[config.mk]
export PLATFORM = sky130hd
export DESIGN_NAME = raster_scheduler
export DESIGN_NICKNAME = d
export VERILOG_FILES = /design/src/rtl/raster_scheduler.sv
export SDC_FILE = /design/constraint.sdc
export NUM_CORES = 1
export LEC_CHECK = 0
export ABC_AREA = 1
export CORE_MARGIN = 10
export CORE_UTILIZATION = 46
export DETAILED_ROUTE_END_ITERATION = 10
export DONT_BUFFER_PORTS = 1
export GPL_ROUTABILITY_DRIVEN = 0
export SYNTH_ARGS = -nofsm -noshare
export SYNTH_HDL_FRONTEND = slang
export SYNTH_SLANG_ARGS = --single-unit
[constraint.sdc]
create_clock -name clk_in -period 15.9 [get_ports clk_in]
set_input_delay 1.59 -clock clk_in [delete_from_list [all_inputs] [get_ports clk_in]]
set_output_delay 1.59 -clock clk_in [all_outputs]
set_load 0.005 [all_outputs]
[src/rtl/raster_scheduler.sv]
// Frame sequencer between projection and rasterizer: clear, dispatch, drain, done.
// Triangles are buffered in a small FIFO and issued one at a time when the rasterizer is idle.
module raster_scheduler #(
    parameter int XWIDTH     = 16,
    parameter int YWIDTH     = 16,
    parameter int ZWIDTH     = 16,
    parameter int N          = 3,
    parameter int FIFO_DEPTH = 4,
    parameter int CNT_WIDTH  = 16
) (
    input  logic                   clk_in,
    input  logic                   rst_in,
    input  logic                   frame_start_in,
    input  logic                   frame_end_in,
    input  logic                   tri_valid_in,
    output logic                   tri_ready_out,
    input  logic [N*XWIDTH-1:0]    x_in,
    input  logic [N*YWIDTH-1:0]    y_in,
    input  logic [N*ZWIDTH-1:0]    z_in,
    output logic                   clear_start_out,
    input  logic                   clear_done_in,
    output logic                   rast_valid_out,
    input  logic                   rast_ready_in,
    output logic [N*XWIDTH-1:0]    rast_x_out,
    output logic [N*YWIDTH-1:0]    rast_y_out,
    output logic [N*ZWIDTH-1:0]    rast_z_out,
    output logic                   frame_done_out,
    output logic                   busy_out,
    output logic [CNT_WIDTH-1:0]   tri_issued_out,
    output logic [CNT_WIDTH-1:0]   tri_done_out
);

    localparam int AW = $clog2(FIFO_DEPTH);
    localparam int TW = N * (XWIDTH + YWIDTH + ZWIDTH);

    typedef enum logic [2:0] {
        F_IDLE  = 3'd0,
        F_CLEAR = 3'd1,
        F_RUN   = 3'd2,
        F_DRAIN = 3'd3,
        F_DONE  = 3'd4
    } state_t;

    state_t state, state_next;

    logic [TW-1:0] mem [FIFO_DEPTH];
    logic [TW-1:0] head;
    logic [AW:0]   wr_ptr, rd_ptr, count;
    logic          full, empty, push, issue, complete, rast_busy;

    assign count = wr_ptr - rd_ptr;
    assign full  = (count == (AW+1)'(FIFO_DEPTH));
    assign empty = (count == '0);
    assign head  = mem[rd_ptr[AW-1:0]];
    assign push  = tri_valid_in && tri_ready_out;
    // Ready seen after the strobe cycle means the rasterizer has finished (or rejected) the triangle.
    assign complete = rast_busy && !rast_valid_out && rast_ready_in;

    always_ff @(posedge clk_in) begin
        if (rst_in) state <= F_IDLE;
        else        state <= state_next;
    end

    always_comb begin
        state_next = state;
        case (state)
            F_IDLE:  if (frame_start_in) state_next = F_CLEAR;
            F_CLEAR: if (clear_done_in)  state_next = F_RUN;
            F_RUN:   if (frame_end_in)   state_next = F_DRAIN;
            F_DRAIN: if (empty && !rast_busy) state_next = F_DONE;
            F_DONE:  state_next = F_IDLE;
            default: state_next = F_IDLE;
        endcase
    end

    always_comb begin
        tri_ready_out  = 1'b0;
        frame_done_out = 1'b0;
        busy_out       = (state != F_IDLE);
        issue          = 1'b0;
        case (state)
            F_CLEAR: tri_ready_out = !full;
            F_RUN: begin
                tri_ready_out = !full;
                issue         = !empty && rast_ready_in && !rast_busy;
            end
            F_DRAIN: issue = !empty && rast_ready_in && !rast_busy;
            F_DONE:  frame_done_out = 1'b1;
            default: ;
        endcase
    end

    // Pointers carry one extra bit so full and empty are distinguishable.
    always_ff @(posedge clk_in) begin
        if (rst_in) begin
            wr_ptr <= '0;
            rd_ptr <= '0;
        end else begin
            if (push)  wr_ptr <= wr_ptr + (AW+1)'(1);
            if (issue) rd_ptr <= rd_ptr + (AW+1)'(1);
        end
    end

    always_ff @(posedge clk_in) begin
        if (push) mem[wr_ptr[AW-1:0]] <= {x_in, y_in, z_in};
    end

    always_ff @(posedge clk_in) begin
        if (rst_in) begin
            clear_start_out <= 1'b0;
            rast_valid_out  <= 1'b0;
            rast_busy       <= 1'b0;
            rast_x_out      <= '0;
            rast_y_out      <= '0;
            rast_z_out      <= '0;
            tri_issued_out  <= '0;
            tri_done_out    <= '0;
        end else begin
            clear_start_out <= (state == F_IDLE) && frame_start_in;
            rast_valid_out  <= issue;
            if (issue) begin
                {rast_x_out, rast_y_out, rast_z_out} <= head;
                rast_busy      <= 1'b1;
                tri_issued_out <= tri_issued_out + CNT_WIDTH'(1);
            end else if (complete) begin
                rast_busy    <= 1'b0;
                tri_done_out <= tri_done_out + CNT_WIDTH'(1);
            end
            if ((state == F_IDLE) && frame_start_in) begin
                tri_issued_out <= '0;
                tri_done_out   <= '0;
            end
        end
    end

endmodule
Yosys cells after proc, flatten, opt, wreduce, memory -nomap -nowiden
Memory sizes are Yosys's and may differ from the RTL's. A register that Yosys moved wholly into a read port is not among the register bits.
Index checks and enable logic that the tools add are counted.
{ "word_totals": {"output_inout_bits": 181, "memories": 1, "ramBits": 576, "elab_cells": 56, "in_bits": 151, "register_bits": 44} }
{ "op_classes": {"n_bitwise": 1, "n_eq_ne": 9, "addsub": 5, "n_reduce_logical": 20, "mux": 12} }
{ "mem_list": {"columns": ["name", "depth", "word_bits", "read_ports", "rd_ports_with_merged_regs", "write_ports", "line_no", "source"], "rows": [
  ["mem", 4, 144, 1, 1, 1, "46", "logic [TW-1:0] mem [FIFO_DEPTH];"]
]} }
{ "ops": {"columns": ["operator", "n"], "rows": [
  ["adder 16 x 1 -> 16 bit (second input constant)", 2],
  ["two-way mux 3 bit", 4],
  ["one-hot mux 3 bit (4 select lines)", 1],
  ["!= test 2 bit (second input constant)", 4],
  ["logical AND 1 bit", 7],
  ["two-way mux 1 bit", 7],
  ["adder 3 x 1 -> 3 bit (second input constant)", 2],
  ["== test 3 x 2 -> 1 bit (second input constant)", 2],
  ["== test 3 bit (second input constant)", 2],
  ["zero test 3 bit", 2],
  ["OR reduction 2 bit", 3],
  ["zero test 1 bit", 4],
  ["AND reduction 4 bit", 1],
  ["== test 3 x 1 -> 1 bit (second input constant)", 1],
  ["nonzero test 3 bit", 1],
  ["subtractor 3 bit", 1],
  ["AND reduction 2 bit", 1],
  ["nonzero test 2 bit", 1],
  ["inverter 1 bit", 1]
]} }

Logic depth before layout (Yosys ltp)
Gate-level depths: netlist of run 1.
{ "depth": {"word_depth": 8, "mapped_depth": 14, "depth_no_buf": 11} }

Worst setup path before layout of run 1
OpenSTA, ideal clock, no wires.
{ "synth_timing": {"kind": "input to register", "start": "in tri_valid_in", "end": "mem mem[0][0] (netlist name) (enable)", "setup_slack_ns": 7.441, "setup_ns": 0.650, "path_buffers": 0, "arrival_ns": 7.809, "path_stages": 2, "t_required_ns": 15.250, "path_cell_list": "nand3_1 nor2_1"} }
{ "synth_between": {"elab_chain_len": 3} }
{ "synth_lines": {"columns": ["item", "line_no", "source"], "rows": [
  ["start: declaration", "15", "input logic tri_valid_in,"],
  ["logical AND 1 bit", "55", "assign push = tri_valid_in && tri_ready_out;"],
  ["two-way mux 1 bit", "105", "if (push) mem[wr_ptr[AW-1:0]] <= {x_in, y_in, z_in};"],
  ["two-way mux 1 bit (implied by the code)", "105", null],
  ["end: declaration", "46", null]
]} }
No other way between the ends.

Worst setup path after layout of run 1
{ "layout_timing": {"start": "reg rd_ptr[1]", "end": "reg rast_y_out[26], read port of mem"} }
{ "layout_between": {"elab_chain_len": 6} }
{ "layout_lines": {"columns": ["item", "line_no", "source"], "rows": [
  ["start: declaration", "48", "logic [AW:0] wr_ptr, rd_ptr, count;"],
  ["start signal: assignment", "100", "if (issue) rd_ptr <= rd_ptr + (AW+1)'(1);"],
  ["subtractor 3 bit", "51", "assign count = wr_ptr - rd_ptr;"],
  ["zero test 3 bit", "53", "assign empty = (count == '0);"],
  ["zero test 1 bit", "85, 87", null],
  ["logical AND 1 bit (2 in series)", "85, 87", null],
  ["two-way mux 1 bit", null, null],
  ["end: declaration", "25", "output logic [N*YWIDTH-1:0] rast_y_out,"]
]} }
Parallel ways exist; a longest one is shown, timed or not.
A chain may end at the register's enable or synchronous reset.

==> impl_results.md, run 1 <==
- Status: complete, no violations
- Root Buffer: clkbuf_16
- Req. time, crit path: 16450 ps
- Layout area overhead: 11.4%
- Type of origin of the critical path: flop
- Maximum clock rate: 0.192 GHz
- Register bit total from synthesis: 764
- Max-slew violation count: 0
- Via count: 17866
- Number of routed nets with antenna violations: 0
- CTS sink cnt: 764
- Cell variety after synth: 29
- Final setup viols: 0
- Nets: 2509
- FP Rows: 91
- Fin crit share: 32.8%
- Initial antenna violation count: 2
- DR vias/cell: 5.49
- DRC: 0
- Critical Path End Type: flop
- Post-cts sizing count: 0
- Sequential fraction of the synthesis area: 73.8%
- Yosys warnings: 0
- Gr usage total: 18.8%
- Postcts setup bufs: 0
- Max-cap violations: 0
- Max IR drop VDD: 0.000176 V
- Syn Area/Cell: 11.9 sq um
- Power after layout: 0.00527 W
- Setup TNS: 0 ps
- H-tree levels: 3
- Grt ovf: 0
- Max Root-Sink Buffers: 3
- Post-Synthesis Cells: 2398
- CTS tree: yes
- Share of cells above drive strength 1: 6.91%
- Port buffer count: 0
- P per Cell Area: 166 nW/um^2
- Net Count, Synth: 2558
- Iteration-0 DRC Markers: 1472
- Vias in the first global route: 17260
- Crit Path Category: flop to flop
- Die ar.: 72400 sq um
- ANT cells: 0
- DIE HEIGHT: 269 um
- Drt pass-1 iters: 5
- Top Ports: 332
- CP max FO: 86
- Placeable Area: 61600 sq um
- Worst Path Arrival: 5770 ps
- Final WL: 70.1 mm
- First-pass GRT wire length: 107 mm
- CTS clk-pin slew, worst paths: 60 ps
- Hold crit path type: flop to flop
- Worst Tran Pin Value: 1120 ps
- Worst-Skew Late Latency: 620 ps
- Die width: 269 um
- Min cycle time layout: 5220 ps
- Relative slew margins: 25.0%
- Clock Skews: 19.9 ps
- Final hold vios: 0
- Post-CTS Hold Fix Bufs: 0
- Static leakage: 10.4 nW
- Largest net degree at the start of global routing: 182
- DR WL/cell: 21.5 um
- Netlist Area Pre-Place: 28600 sq um
- Initial core utilization: 46.4%
- Post-DP HPWL: 38.4 mm
- RSZ-0062 raised after global routing: false
- CTS buffer count: 81
## stage by stage
stage / setup slack [ps] / cells / hold WS (ps) / cell area (sq um) / util [%]
floorplan: 7440 / 2398 / 468 / 28600 / -
global placement: 10820 / 3103 / 491 / 29100 / 47.3
detailed placement: 10720 / 3103 / 507 / 29100 / 47.3
CTS: 10700 / 3254 / 515 / 31800 / 51.6
global route: 10300 / 3254 / 527 / 31800 / 51.6
finish: 10680 / 3254 / 509 / 31800 / 51.6
## area by class of cell
cell class / instances / area [sq um]
clock buffer: 119 / 2300
clock inverter: 32 / 355
fill: 5254 / 29800
inverter: 58 / 235
multi-input combinational: 1427 / 6630
sequential: 764 / 21100
tap: 837 / 1050
timing repair buffer: 17 / 165
## cells in the final DEF (no fill, tap or decap), types with 2 or more instances in the layout
cell,n
o21ai_1,84
o22ai_1,144
edfxtp_1,576
a21oi_2,7
nor2_1,621
nand4_1,16
inv_16,3
bufinv_16,4
nand2_2,6
ha_1,9
o21ai_0,361
nand2_1,102
inv_4,2
xor2_1,6
buf_4,14
nor2_4,4
dfxtp_1,186
dfxtp_4,2
a21oi_1,24
nor3_1,4
buf_12,3
nand3_1,30
clkbuf_16,82
inv_1,54
clkinv_1,3
clkinv_2,15
inv_6,4
clkbuf_1,25
clkbuf_8,11
nor3_2,2
nand3b_1,3
## critical path: stages, from the launching register on
cell     delay, ps
dfxtp_4       1020
inv_4          580
ha_1           520
a21oi_1        190
nand2_1        110
nand3_2        260
nand2_8        410
inv_6          720
buf_4          810
nor2_1          90
nor2_1         130
## synth_stat cells
cell type / n / share of area (%)
nor2_1: 625 / 8.2
buf_1: 3 / 0.039
nand3_1: 30 / 0.53
a21oi_2: 7 / 0.21
buf_6: 7 / 0.28
edfxtp_1: 576 / 61
ha_1: 9 / 0.39
xor2_1: 6 / 0.18
or2_0: 1 / 0.022
inv_2: 2 / 0.026
clkinv_1: 1 / 0.013
nand2_2: 7 / 0.15
nand3_2: 1 / 0.035
buf_2: 40 / 0.70
o21ai_1: 84 / 1.5
buf_8: 2 / 0.11
dfxtp_1: 188 / 13
nor3_1: 4 / 0.070
a21oi_1: 24 / 0.42
nand4_1: 16 / 0.35
o21ai_0: 361 / 6.3
nand2_1: 102 / 1.3
buf_4: 1 / 0.026
xnor2_1: 1 / 0.031
inv_1: 55 / 0.72
nor3_2: 2 / 0.070
nand3b_1: 3 / 0.079
o22ai_1: 144 / 3.2
clkbuf_1: 96 / 1.3
## power by group
| part | switching, W | internal, W |
|---|---|---|
| clock | 0.000771 | 0.00108 |
| combinational | 0.000597 | 0.000241 |
| sequential | 0.000155 | 0.00242 |
| total | 0.00152 | 0.00375 |
## metal layers
metal  global-route usage [%]  vias to the layer above  share of wire, %
li1                         -                     8448                 -
met1                     23.0                     8795                41
met2                     30.2                      509                47
met3                     6.75                      114               9.3
met4                     7.05                        0               3.0
met5                        0                        -                 0
## state kept, by name, indices dropped and copies added (netlist names), 16 cells and up
signal,flops
tri_issued_out,16
tri_done_out,16
rast_x_out,48
mem,576
rast_z_out,48
rast_y_out,48
## final timing paths
path | slack [ps] | end | cells past startpoint | startpoint
worst max-delay path | 10680 | rast_y_out[26]$_SDFFE_PP0P_ | 10 | rd_ptr[1]$_SDFFE_PP0P_
worst min register to register | 510 | rast_z_out[3]$_SDFFE_PP0P_ | 2 | rast_z_out[3]$_SDFFE_PP0P_
worst max register to register | 10680 | rast_y_out[26]$_SDFFE_PP0P_ | 10 | rd_ptr[1]$_SDFFE_PP0P_
worst min-delay path | 510 | rast_z_out[3]$_SDFFE_PP0P_ | 2 | rast_z_out[3]$_SDFFE_PP0P_
## kinds of logic (layout without fill, tap and decap cells)
kind of cell | count (synthesis) | after routing | share of synthesized area, %
and+or+nand+nor | 791 | 791 | 10.9
xor gates and xnor gates | 7 | 7 | 0.215
AOI/OAI and AO/OA | 620 | 620 | 11.6
adders and majority gates | 9 | 9 | 0.394
DFF | 764 | 764 | 73.8
buffers and inverters | 207 | 226 | 3.17
Power figures use the tool's default switching activity.
==> run 2, diff against run 1 <==
Settings changed: ABC_AREA 1 to 0.
Clock period 15.9 ns to 4.25 ns, I/O delays scaled along.
==> impl_results.md, run 2 <==
- Relative slew margins: 31.1%
- Share of cells above drive strength 1: 16.9%
- Commonest cells in the netlist: edfxtp_1, dfxtp_1, a21oi_1, o31ai_1, o211ai_1
- Critical Path End Type: output port
- Port buffer count: 0
- First-pass GRT wire length: 112 mm
- EDFF count, synth: 576
- Initial antenna violation count: 12
- Type of origin of the critical path: flop
- Maximum clock rate: 0.309 GHz
- CTS clk-pin slew, worst paths: 60 ps
- DR WL/cell: 26.9 um
- Worst Path Arrival: 2810 ps
- Placeable Area: 63100 sq um
- Sequential fraction of the synthesis area: 71.8%
- Count leader, synth: edfxtp_1
- Drt pass-1 iters: 5
- Yosys warnings: 0
- Max-cap violations: 0
- Worst reg2reg path depth: 6
- R2R setup slack: 1140 ps
- Final WL: 73.2 mm
- Share of synthesized registers carrying an async set or reset: 0%
- Crit Path Category: flop to output port
- Layout area overhead: 16.9%
- Die width: 272 um
- WP depth: 5
- Worst reg2reg endpoint: mem[1][67]$_DFFE_PP_
- Power after layout: 0.0161 W
- Setup crit end: tri_ready_out
- Die ar.: 74200 sq um
- Gr usage total: 19.6%
- CTS sink cnt: 764
- P per Cell Area: 469 nW/um^2
- RSZ-0062 raised after global routing: false
- Net Count, Synth: 1869
- Final hold vios: 0
- Min cycle time layout: 3240 ps
- Family with the most delay on the worst path: buffers and inverters
- Final setup viols: 0
- Max IR drop VDD: 0.000304 V
- Cell Chain, Critical Path: ha_1 > nor2b_4 > xor2_4 > buf_12 > a21oi_1
- Iteration-0 DRC Markers: 1162
- DIE HEIGHT: 272 um
- Placed Instances: 2419
- Synth top area share: 59.0%
- Status: complete, no violations
- H-tree levels: 3
- Top Ports: 332
- Req. time, crit path: 3830 ps
- CTS tree: yes
- Hold depth: 2
- Static leakage: 10.2 nW
- Largest register FFs: 576
- Initial core utilization: 46.5%
- Post-Synthesis Cells: 1709
- Worst Tran Pin Value: 1030 ps
- Register bit total from synthesis: 764
- Postcts setup bufs: 0
- Grt ovf: 0
- Non-Filler Instances: 2726
- Leading area contributor after synthesis: edfxtp_1
- Worst Path Buf+Inv: 1
- Clock Skews: 21.3 ps
- Vias in the first global route: 17417
- Max-slew violation count: 0
- Root Buffer: clkbuf_16
- Via count: 16624
- DRC: 0
- Netlist Area Pre-Place: 29300 sq um
- Setup crit start: rd_ptr[0]$_SDFFE_PP0P_
- Syn Area/Cell: 17.2 sq um
- Synth Flop Type: edfxtp_1
- Largest net degree at the start of global routing: 154
- Nets: 1963
- Worst-Skew Late Latency: 620 ps
- Cell variety after synth: 47
- DR vias/cell: 6.10
- Commonest non-fill, non-tap cell in the layout: edfxtp_1
- Commonest non-fill, non-tap cells in the layout: edfxtp_1, dfxtp_1, a21oi_1, o31ai_1, o211ai_1
- Number of routed nets with antenna violations: 0
- CP max FO: 153
- Max Root-Sink Buffers: 3
- CTS buffer count: 81
- Worst Hold Slack: 63.2 ps
- Launch point of the worst reg-to-reg path: rd_ptr[0]$_SDFFE_PP0P_
- CP max stage cell: buf_12
- Synth top area cells: edfxtp_1, dfxtp_1, mux4_2, o31ai_1, o211ai_1
- Hold crit path type: input pin to flop
- FP Rows: 92
- Post-DP HPWL: 37.6 mm
- Fin crit share: 76.2%
- CP max stage delay: 640 ps
run 2: worst min path at each step:
stage / start / endpoint / slack, ps
3_3_place_gp: rast_z_out[7]$_SDFFE_PP0P_ / rast_z_out[7]$_SDFFE_PP0P_ / 480
6_report: rst_in / rd_ptr[2]$_SDFFE_PP0P_ / 60
4_1_cts: rst_in / wr_ptr[2]$_SDFFE_PP0N_ / 20
2_1_floorplan: rast_x_out[0]$_SDFFE_PP0P_ / rast_x_out[0]$_SDFFE_PP0P_ / 460
5_1_grt: rst_in / rd_ptr[2]$_SDFFE_PP0P_ / 50
3_5_place_dp: rast_z_out[7]$_SDFFE_PP0P_ / rast_z_out[7]$_SDFFE_PP0P_ / 490
run 2: power breakdown:
part,switching (W),internal [W],total (W)
clock network,0.00282,0.00409,0.00691
logic,0.000607,0.000281,0.000888
registers,0.0000555,0.00821,0.00827
total,0.00348,0.0126,0.0161
run 2: metrics by stage:
stage	worst slack, ps	utilization (%)	instance area (sq um)	TNS, ps
after detailed placement	1120	47.7	30100	0
after global routing	824	54.3	34300	0
after floorplan	-1350	-	29400	-171510
after CTS	868	54.3	34300	0
after global placement	1120	47.7	30100	0
final	1010	54.3	34300	0
run 2: cell families (layout without fill, tap and decap cells):
group / Yosys count / count (layout) / share of synthesized area [%]
flip-flops: 764 / 764 / 71.8
AO/OA/AOI/OAI: 486 / 486 / 11.1
buffers and inverters: 165 / 328 / 2.50
multiplexers: 157 / 157 / 11.5
AND/OR/NAND/NOR: 114 / 114 / 2.16
XOR/XNOR: 14 / 14 / 0.444
adder cells (fa/ha/maj): 9 / 9 / 0.384
other: 0 / 8 / 0
run 2: layout make-up:
cell class | count | area (sq um)
well taps | 846 | 1060
inverters | 8 | 32.5
fillers | 4981 | 28800
multi-input cells | 780 | 7620
flip-flops and latches | 764 | 21100
clock inverters | 42 | 419
clock buffers | 110 | 2240
diodes | 8 | 20.0
repair buffers | 168 | 1820
run 2: routing by layer:
| layer | vias to the layer above | share of wire, % | GRT usage (%) |
|---|---|---|---|
| li1 | 7244 | - | - |
| met1 | 8705 | 39 | 24.0 |
| met2 | 570 | 50 | 32.6 |
| met3 | 95 | 9.5 | 6.80 |
| met4 | 10 | 1.7 | 5.67 |
| met5 | - | 0.076 | 0 |
run 2: repair_timing:
item | 4_1_cts | 5_1_grt
gates resized for setup | 0 | 0
endpoints found under the hold margin | 729 | 0
hold buffers | 147 | 0
setup endpoints to repair | 0 | 0
